### src/rtl/fetch_ctrl.sv
// Instruction-fetch sequencing controller: owns the PC, runs a single-outstanding
// req/addr_ok/data_ok fetch and presents a registered packet to decode.
//
// state  | meaning
// IDLE   | just out of reset, no request yet
// REQ    | request presented at pc (or misaligned pc being turned into an error packet)
// WAIT   | request accepted, waiting for read data
// OUT    | packet valid toward decode, held while stalled
module fetch_ctrl #(
    parameter int                 ADDR_W   = 32,
    parameter logic [ADDR_W-1:0]  RESET_PC = 32'hBFC0_0000
) (
    input  logic              clk,
    input  logic              reset,
    input  logic              stall,
    input  logic              jump,
    input  logic [ADDR_W-1:0] pc_jump,
    input  logic              jump_reg,
    input  logic [ADDR_W-1:0] pc_jump_reg,
    input  logic              branch,
    input  logic [ADDR_W-1:0] pc_branch,
    input  logic              exc,
    input  logic [ADDR_W-1:0] pc_exc,
    output logic              inst_req,
    output logic [ADDR_W-1:0] inst_addr,
    input  logic              inst_addr_ok,
    input  logic              inst_data_ok,
    input  logic [31:0]       inst_rdata,
    output logic              if_valid,
    output logic [ADDR_W-1:0] if_pc,
    output logic [ADDR_W-1:0] if_pc_plus4,
    output logic [31:0]       if_inst,
    output logic              if_adel
);

    typedef enum logic [1:0] {
        S_IDLE,
        S_REQ,
        S_WAIT,
        S_OUT
    } state_t;

    state_t            state_q, state_d;
    logic [ADDR_W-1:0] pc_q, pc_d;
    logic [ADDR_W-1:0] pending_pc_q, pending_pc_d;
    logic              pending_q, pending_d;
    logic              redirect;
    logic [ADDR_W-1:0] redirect_pc;
    logic [ADDR_W-1:0] pc_plus4;
    logic              capture;
    logic              capture_adel;

    logic [ADDR_W-1:0] if_pc_q, if_pc_plus4_q;
    logic [31:0]       if_inst_q;
    logic              if_adel_q;

    assign redirect = exc | branch | jump_reg | jump;
    assign pc_plus4 = pc_q + ADDR_W'(4);

    always_comb begin
        redirect_pc = pc_jump;
        if (exc)
            redirect_pc = pc_exc;
        else if (branch)
            redirect_pc = pc_branch;
        else if (jump_reg)
            redirect_pc = pc_jump_reg;
    end

    always_comb begin
        state_d      = state_q;
        pc_d         = pc_q;
        pending_d    = pending_q;
        pending_pc_d = pending_pc_q;
        capture      = 1'b0;
        capture_adel = 1'b0;
        inst_req     = 1'b0;

        case (state_q)
            S_IDLE: begin
                state_d = S_REQ;
            end

            S_REQ: begin
                if (pc_q[1:0] != 2'b00) begin
                    // A redirect supersedes the error packet for this pc.
                    if (redirect) begin
                        pc_d      = redirect_pc;
                        pending_d = 1'b0;
                    end else if (pending_q) begin
                        pc_d      = pending_pc_q;
                        pending_d = 1'b0;
                    end else begin
                        capture      = 1'b1;
                        capture_adel = 1'b1;
                        state_d      = S_OUT;
                    end
                end else begin
                    inst_req = 1'b1;
                    if (redirect) begin
                        pending_d    = 1'b1;
                        pending_pc_d = redirect_pc;
                    end
                    if (inst_addr_ok)
                        state_d = S_WAIT;
                end
            end

            S_WAIT: begin
                if (inst_data_ok) begin
                    if (redirect) begin
                        pc_d      = redirect_pc;
                        pending_d = 1'b0;
                        state_d   = S_REQ;
                    end else if (pending_q) begin
                        pc_d      = pending_pc_q;
                        pending_d = 1'b0;
                        state_d   = S_REQ;
                    end else begin
                        capture = 1'b1;
                        state_d = S_OUT;
                    end
                end else if (redirect) begin
                    pending_d    = 1'b1;
                    pending_pc_d = redirect_pc;
                end
            end

            S_OUT: begin
                if (redirect) begin
                    pc_d    = redirect_pc;
                    state_d = S_REQ;
                end else if (!stall) begin
                    pc_d    = pc_plus4;
                    state_d = S_REQ;
                end
            end

            default: begin
                state_d = S_IDLE;
            end
        endcase
    end

    always_ff @(posedge clk or negedge reset) begin
        if (!reset) begin
            state_q      <= S_IDLE;
            pc_q         <= RESET_PC;
            pending_q    <= 1'b0;
            pending_pc_q <= RESET_PC;
        end else begin
            state_q      <= state_d;
            pc_q         <= pc_d;
            pending_q    <= pending_d;
            pending_pc_q <= pending_pc_d;
        end
    end

    always_ff @(posedge clk or negedge reset) begin
        if (!reset) begin
            if_pc_q       <= RESET_PC;
            if_pc_plus4_q <= RESET_PC + ADDR_W'(4);
            if_inst_q     <= 32'h0;
            if_adel_q     <= 1'b0;
        end else if (capture) begin
            if_pc_q       <= pc_q;
            if_pc_plus4_q <= pc_plus4;
            if_inst_q     <= capture_adel ? 32'h0 : inst_rdata;
            if_adel_q     <= capture_adel;
        end
    end

    assign inst_addr   = pc_q;
    assign if_valid    = (state_q == S_OUT);
    assign if_pc       = if_pc_q;
    assign if_pc_plus4 = if_pc_plus4_q;
    assign if_inst     = if_inst_q;
    assign if_adel     = if_adel_q;

endmodule

### config.mk
export PLATFORM = sky130hd
export DESIGN_NAME = fetch_ctrl
export DESIGN_NICKNAME = d
export VERILOG_FILES = /design/src/rtl/fetch_ctrl.sv
export SDC_FILE = /design/constraint.sdc
export NUM_CORES = 1
export LEC_CHECK = 0
export ABC_CLOCK_PERIOD_IN_PS = 2400
export BUFFER_PORTS_ARGS = -buffer_cell sky130_fd_sc_hd__buf_4
export CAP_MARGIN = 40
export CELL_PAD_IN_SITES_DETAIL_PLACEMENT = 1
export CELL_PAD_IN_SITES_GLOBAL_PLACEMENT = 1
export CORE_UTILIZATION = 38
export DETAILED_ROUTE_END_ITERATION = 7
export GPL_TIMING_DRIVEN = 1
export PLACE_DENSITY_LB_ADDON = 0.1
export SYNTH_ARGS = -nofsm -noshare
export SYNTH_HDL_FRONTEND = slang
export SYNTH_SLANG_ARGS = --single-unit
### constraint.sdc
create_clock -name clk -period 2.4 [get_ports clk]
set_input_delay 0.36 -clock clk [delete_from_list [all_inputs] [get_ports clk]]
set_output_delay 0.36 -clock clk [all_outputs]
set_load 0.01 [all_outputs]
# Yosys cells after proc, flatten, opt, wreduce, memory -nomap -nowiden
# Index checks and enable logic that the tools add are counted.
[word_totals]
reg_bits = 164
input_bits = 169
output_inout_bits = 131
word_cells = 67
[op_classes]
add_sub_neg = 1
eq_ne = 11
mux = 37
bitwise_logic = 3
n_reduce_logical = 7
[op_table]
columns = ["op", "count"]
rows = [
  ["two-way mux 32 bit", 13],
  ["case mux 32 bit (3 select lines)", 1],
  ["case mux 32 bit (2 select lines)", 1],
  ["adder 32 x 3 -> 32 bit, second input constant", 1],
  ["two-way mux 2 bit", 9],
  ["two-way mux 1 bit", 10],
  ["!= test 3 bit, second input constant", 3],
  ["!= test 2 bit, second input constant", 4],
  ["case mux 2 bit (4 select lines)", 1],
  ["AND reduction 5 bit", 1],
  ["== test 2 bit, second input constant", 2],
  ["case mux 1 bit (2 select lines)", 2],
  ["AND reduction 4 bit", 1],
  ["nonzero test 2 bit", 2],
  ["!= test 3 x 2 -> 1 bit, second input constant", 1],
  ["OR 1 bit", 3],
  ["AND reduction 3 bit", 1],
  ["nonzero test 3 bit", 1],
  ["== test 2 x 1 -> 1 bit, second input constant", 1],
  ["logical NOT 2 bit", 1],
]

# Longest topological paths before layout
[depth]
depth_word = 7
depth_mapped = 11
depth_no_buf = 7

# Worst setup path after synthesis
# OpenSTA, ideal clock, no wires.
[synth_timing]
kind = "reg-to-reg"
startpoint = "reg state_q[1]"
endpoint = "reg pc_q[8] (netlist: inst_addr[8])"
setup_ps = 126
t_arrival_ps = 2138
t_required_ps = 2274
path_slack_ps = 136
path_stages_with_launch = 11
period_less_slack_ps = 2264
cell_sequence = "dfrtp_1 inv_1 ha_1 nor3b_1 or3_1 buf_2 a21o_1 buf_2 buf_2 a211oi_1 a221o_1"
[synth_via]
elab_chain_len = 3
elab_cells_between_ends = 9
classes_between = "6 x eq/ne; 1 x mux; 2 x reduce/logical"
[synth_rtl]
columns = ["element", "line", "text"]
rows = [
  ["from (decl)", "43", "state_t state_q, state_d;"],
  ["from (signal assigned)", "152", "state_q <= state_d;"],
  ["== test 2 bit / == test 2 x 1 -> 1 bit (equally long branches)", "79", "case (state_q)"],
  ["!= test 3 x 2 -> 1 bit (no line) (tied with other cells)", "--", ""],
  ["AND reduction 4 bit (no line)", "--", ""],
  ["to (signal assigned)", "153", "pc_q <= pc_d;"],
  ["to (decl)", "44", "logic [ADDR_W-1:0] pc_q, pc_d;"],
]
# Several ways; a longest one is shown, not always the timed one.
# A chain may end at the register's enable or synchronous reset.

# Worst setup path in the final report
[layout_timing]
startpoint = "reg state_q[1]"
endpoint = "reg pc_q[28] (netlist: inst_addr[28])"
# Same word-level chain as after synthesis.

==> flow_summary.json <==
{
  "status": "finished clean",
  "seq_area_frac_synth_pct": 45.6,
  "ys_ff_latch": 162,
  "crit_buf_inv": 2,
  "hp-class": "in2reg",
  "yosys.area.top_type": "dfrtp_1",
  "routed_wl_um": 30300,
  "whs_path_depth": 3,
  "yosysWarnings": 0,
  "drive_gt1_share_pct": 38.1,
  "wl_per_cell_um": 19.3,
  "drt_iter0_drc": 445,
  "place.gp.congestion": 0.901,
  "worstSetupPathType": "reg2reg",
  "power_leakage_nw": 5.85,
  "crit_arrival_ns": 2.65,
  "synth_cells": 951,
  "finalCritPeriodShare_pct": 95.3,
  "synth-main-ff-cell": "dfrtp_1",
  "hold_ws_ns": 0.165,
  "synth_edf_count": 0,
  "rsz0062_at_grt": "false",
  "powerDensity_nw_per_um2": 1080,
  "tightest_slew_ns": 0.804,
  "ys_types": 63,
  "fin_nets": 1417,
  "p_comb_share_pct": 44.9,
  "hpwl_um": 22900,
  "drv_cap": 0,
  "ir_worst_vdd_mv": 0.588,
  "area_delta_synth_final_pct": 37.5,
  "num_vias": 8328,
  "grt_pass1_vias": 8429,
  "drcViolationCount": 0,
  "r2r_slack_ns": 0.11,
  "finalSetupViolCount": 0,
  "portBuffers": 299,
  "worstRegToRegCells": 8,
  "synth.top_cell.area_share_pct": 34.8,
  "setup_tns_ns": 0,
  "cts_sinks": 162,
  "switching_share_pct": 39.3,
  "end_kind": "register",
  "hold_start": "inst_rdata[3]",
  "finalCriticalPeriod_ns": 2.29,
  "asyncSetResetFlopFracSynth_pct": 100,
  "cts_setup_buffers": 0,
  "whs_endpoint": "if_inst[3]$_DFFE_PN0P_",
  "synthTopCellsByArea": "dfrtp_1, dfstp_2, nand2_1",
  "root_buffer": "clkbuf_16",
  "seq_power_share_pct": 34.7,
  "regToRegEndpoint": "inst_addr[28]$_DFFE_PN1P_",
  "cts_max_path_buffers": 2,
  "hold_viol_final": 0,
  "cts_tree": "yes",
  "io_pins": 300,
  "setup_ws_ns": 0.113,
  "fin_util_pct": 54.0,
  "dr.pass1.iters": 4,
  "vias_per_cell": 5.31,
  "cp_cell_sequence": "inv_1, ha_1, nor3b_1, or3_1, a21o_1, buf_4, or4_1, nand4_1",
  "cts_max_level": 4,
  "clock_power_share_pct": 20.5,
  "critPathMaxStageDelay_ns": 0.47,
  "antenna_left": 0,
  "die_w_um": 156,
  "antenna_found_initial": 0,
  "max-slew-margin-rel_pct": 46.3,
  "crit_slowest_cell": "or4_1",
  "die_area_um2": 24300,
  "grt_max_degree": 127,
  "cts_buffers": 17,
  "track_usage_pct": 25.6,
  "die_h_um": 156,
  "cp_max_fo": 12,
  "initial_core_util_pct": 39.3,
  "clkLatencyLatePin_ns": 0.43,
  "coreArea_um2": 22900,
  "clock_skew_ns": 0.0120,
  "worstSetupStartpointType": "register",
  "overflow": 0,
  "p_int_mw": 8.14,
  "insertedDiodeCount": 0,
  "num_rows": 55,
  "reg2reg_from": "state_q[1]$_DFFE_PN0P_",
  "max_freq_mhz": 437,
  "finalMaxSlewViolations": 0,
  "place_ws_ns": 0.112,
  "switching_power_mw": 5.27,
  "synth_fp_nets": 1125,
  "crit_family": "simple AND/OR/NAND/NOR gates",
  "grt_pass1_wl_um": 48100,
  "path_clk_slew_ns": 0.07,
  "synth_area_um2": 9000,
  "worstPathRequired_ns": 2.77,
  "synth.avg_cell_area_um2": 9.46
}
==> what timing repair did <==
action                     CTS  global route
hold endpoints to repair    41             0
hold buffers                 1             0
resized for setup            0             3
setup endpoints to repair    0             8
==> state kept, by name, summed over array words and instances, names as in the netlist <==
signal        count
state_q           2
pending_pc_q     32
if_pc_plus4      30
pending_q         1
if_inst          32
if_pc            32
if_adel           1
inst_addr        32
==> logic make-up (layout without fill, tap and decap cells) <==
group                    count (synthesis)  after routing  share of synthesized area [%]
adder cells (fa/ha/maj)                  5              5                          0.695
multiplexers                            92             92                           12.1
buffers and inverters                   92            397                           4.92
AND/OR/NAND/NOR                        304            304                           15.7
XOR/XNOR                                27             27                           2.63
AO/OA/AOI/OAI                          269            269                           18.4
flip-flops                             162            162                           45.6
==> worst reg2reg max path, delay by kind of cell, from the launching register on <==
kind / cells / cell delay, ns
simple gates: 4 / 1.16
flops: 1 / 0.39
buf+inv: 2 / 0.28
fa+ha+maj: 1 / 0.23
compound gates: 1 / 0.19
==> power by group through the flow <==
stage	registers (mW)	logic (mW)	clock network, mW
after floorplan	4.78	3.01	0
after global placement	4.65	5.84	0
after detailed placement	4.69	5.98	0
after CTS	4.66	6.02	2.80
after global routing	4.79	6.60	2.90
final	4.65	6.02	2.74
==> through the flow <==
stage / power, mW / cell area (µm²) / cells
after global routing: 14.3 / 12400 / 1569
after global placement: 10.5 / 11800 / 1535
after floorplan: 7.79 / 9000 / 951
final: 13.4 / 12400 / 1569
after detailed placement: 10.7 / 11800 / 1536
after CTS: 13.5 / 12400 / 1569
==> cells in the final DEF, fill, tap and decap left out, types with 10 or more instances in the layout <==
| cell | n |
|---|---|
| xor2_1 | 15 |
| o31ai_1 | 10 |
| buf_4 | 348 |
| a211oi_1 | 14 |
| nand2_1 | 155 |
| a21oi_1 | 58 |
| nand4_1 | 18 |
| dfstp_2 | 37 |
| o21ai_0 | 74 |
| a22o_1 | 14 |
| nand3_1 | 16 |
| xnor2_1 | 12 |
| a221oi_1 | 10 |
| nor4_1 | 16 |
| mux2_4 | 32 |
| clkbuf_16 | 17 |
| mux2i_1 | 52 |
| nor2_1 | 48 |
| dfrtp_1 | 125 |
| and3_1 | 10 |
| o21ai_1 | 41 |
==> final cells by class <==
class | count | area, µm²
Fill cell | 2650 | 10500
Multi-Input combinational cell | 697 | 4500
Sequential cell | 162 | 4100
Timing Repair Buffer | 357 | 2770
Clock buffer | 18 | 429
Tap cell | 313 | 392
Clock inverter | 14 | 156
Inverter | 8 | 30.0
==> Yosys cell counts (all sizes together) (4+ instances only) <==
cell	number
a21o	8
nor2	52
mux2	40
nor3	4
ha	5
nor4	18
dfstp	37
clkbuf	40
and3	10
nand2	155
a22o	14
a211oi	14
nand3	17
o21ai	116
inv	7
o311a	5
and2	4
a31oi	4
a221oi	10
o31ai	10
nand2b	5
or4	4
mux2i	52
xnor2	12
nand4	18
xor2	15
buf	44
nor2b	6
a21oi	59
and4	4
a41oi	5
dfrtp	125
==> per-layer routing <==
layer  up-vias  track usage, %  routed length [µm]
met5         -               0                   0
met4         0            6.54                 427
met3        23            5.56                2110
met2       297            38.2               13200
met1      4007            37.2               14600
li1       4001               -                   -
==> worst max path at each step <==
stage	cells after the start	to	from	slack, ns
detailed placement	9	inst_addr[0]$_DFFE_PN0P_	state_q[1]$_DFFE_PN0P_	0.11
floorplan	10	inst_addr[8]$_DFFE_PN0P_	state_q[1]$_DFFE_PN0P_	0.14
CTS	9	inst_addr[22]$_DFFE_PN1P_	state_q[0]$_DFFE_PN0P_	0.08
finish	8	inst_addr[28]$_DFFE_PN1P_	state_q[1]$_DFFE_PN0P_	0.11
global route	9	inst_addr[22]$_DFFE_PN1P_	state_q[1]$_DFFE_PN0P_	0.01
global placement	9	inst_addr[1]$_DFFE_PN0P_	state_q[1]$_DFFE_PN0P_	0.14
Power figures use the tool's default switching activity.
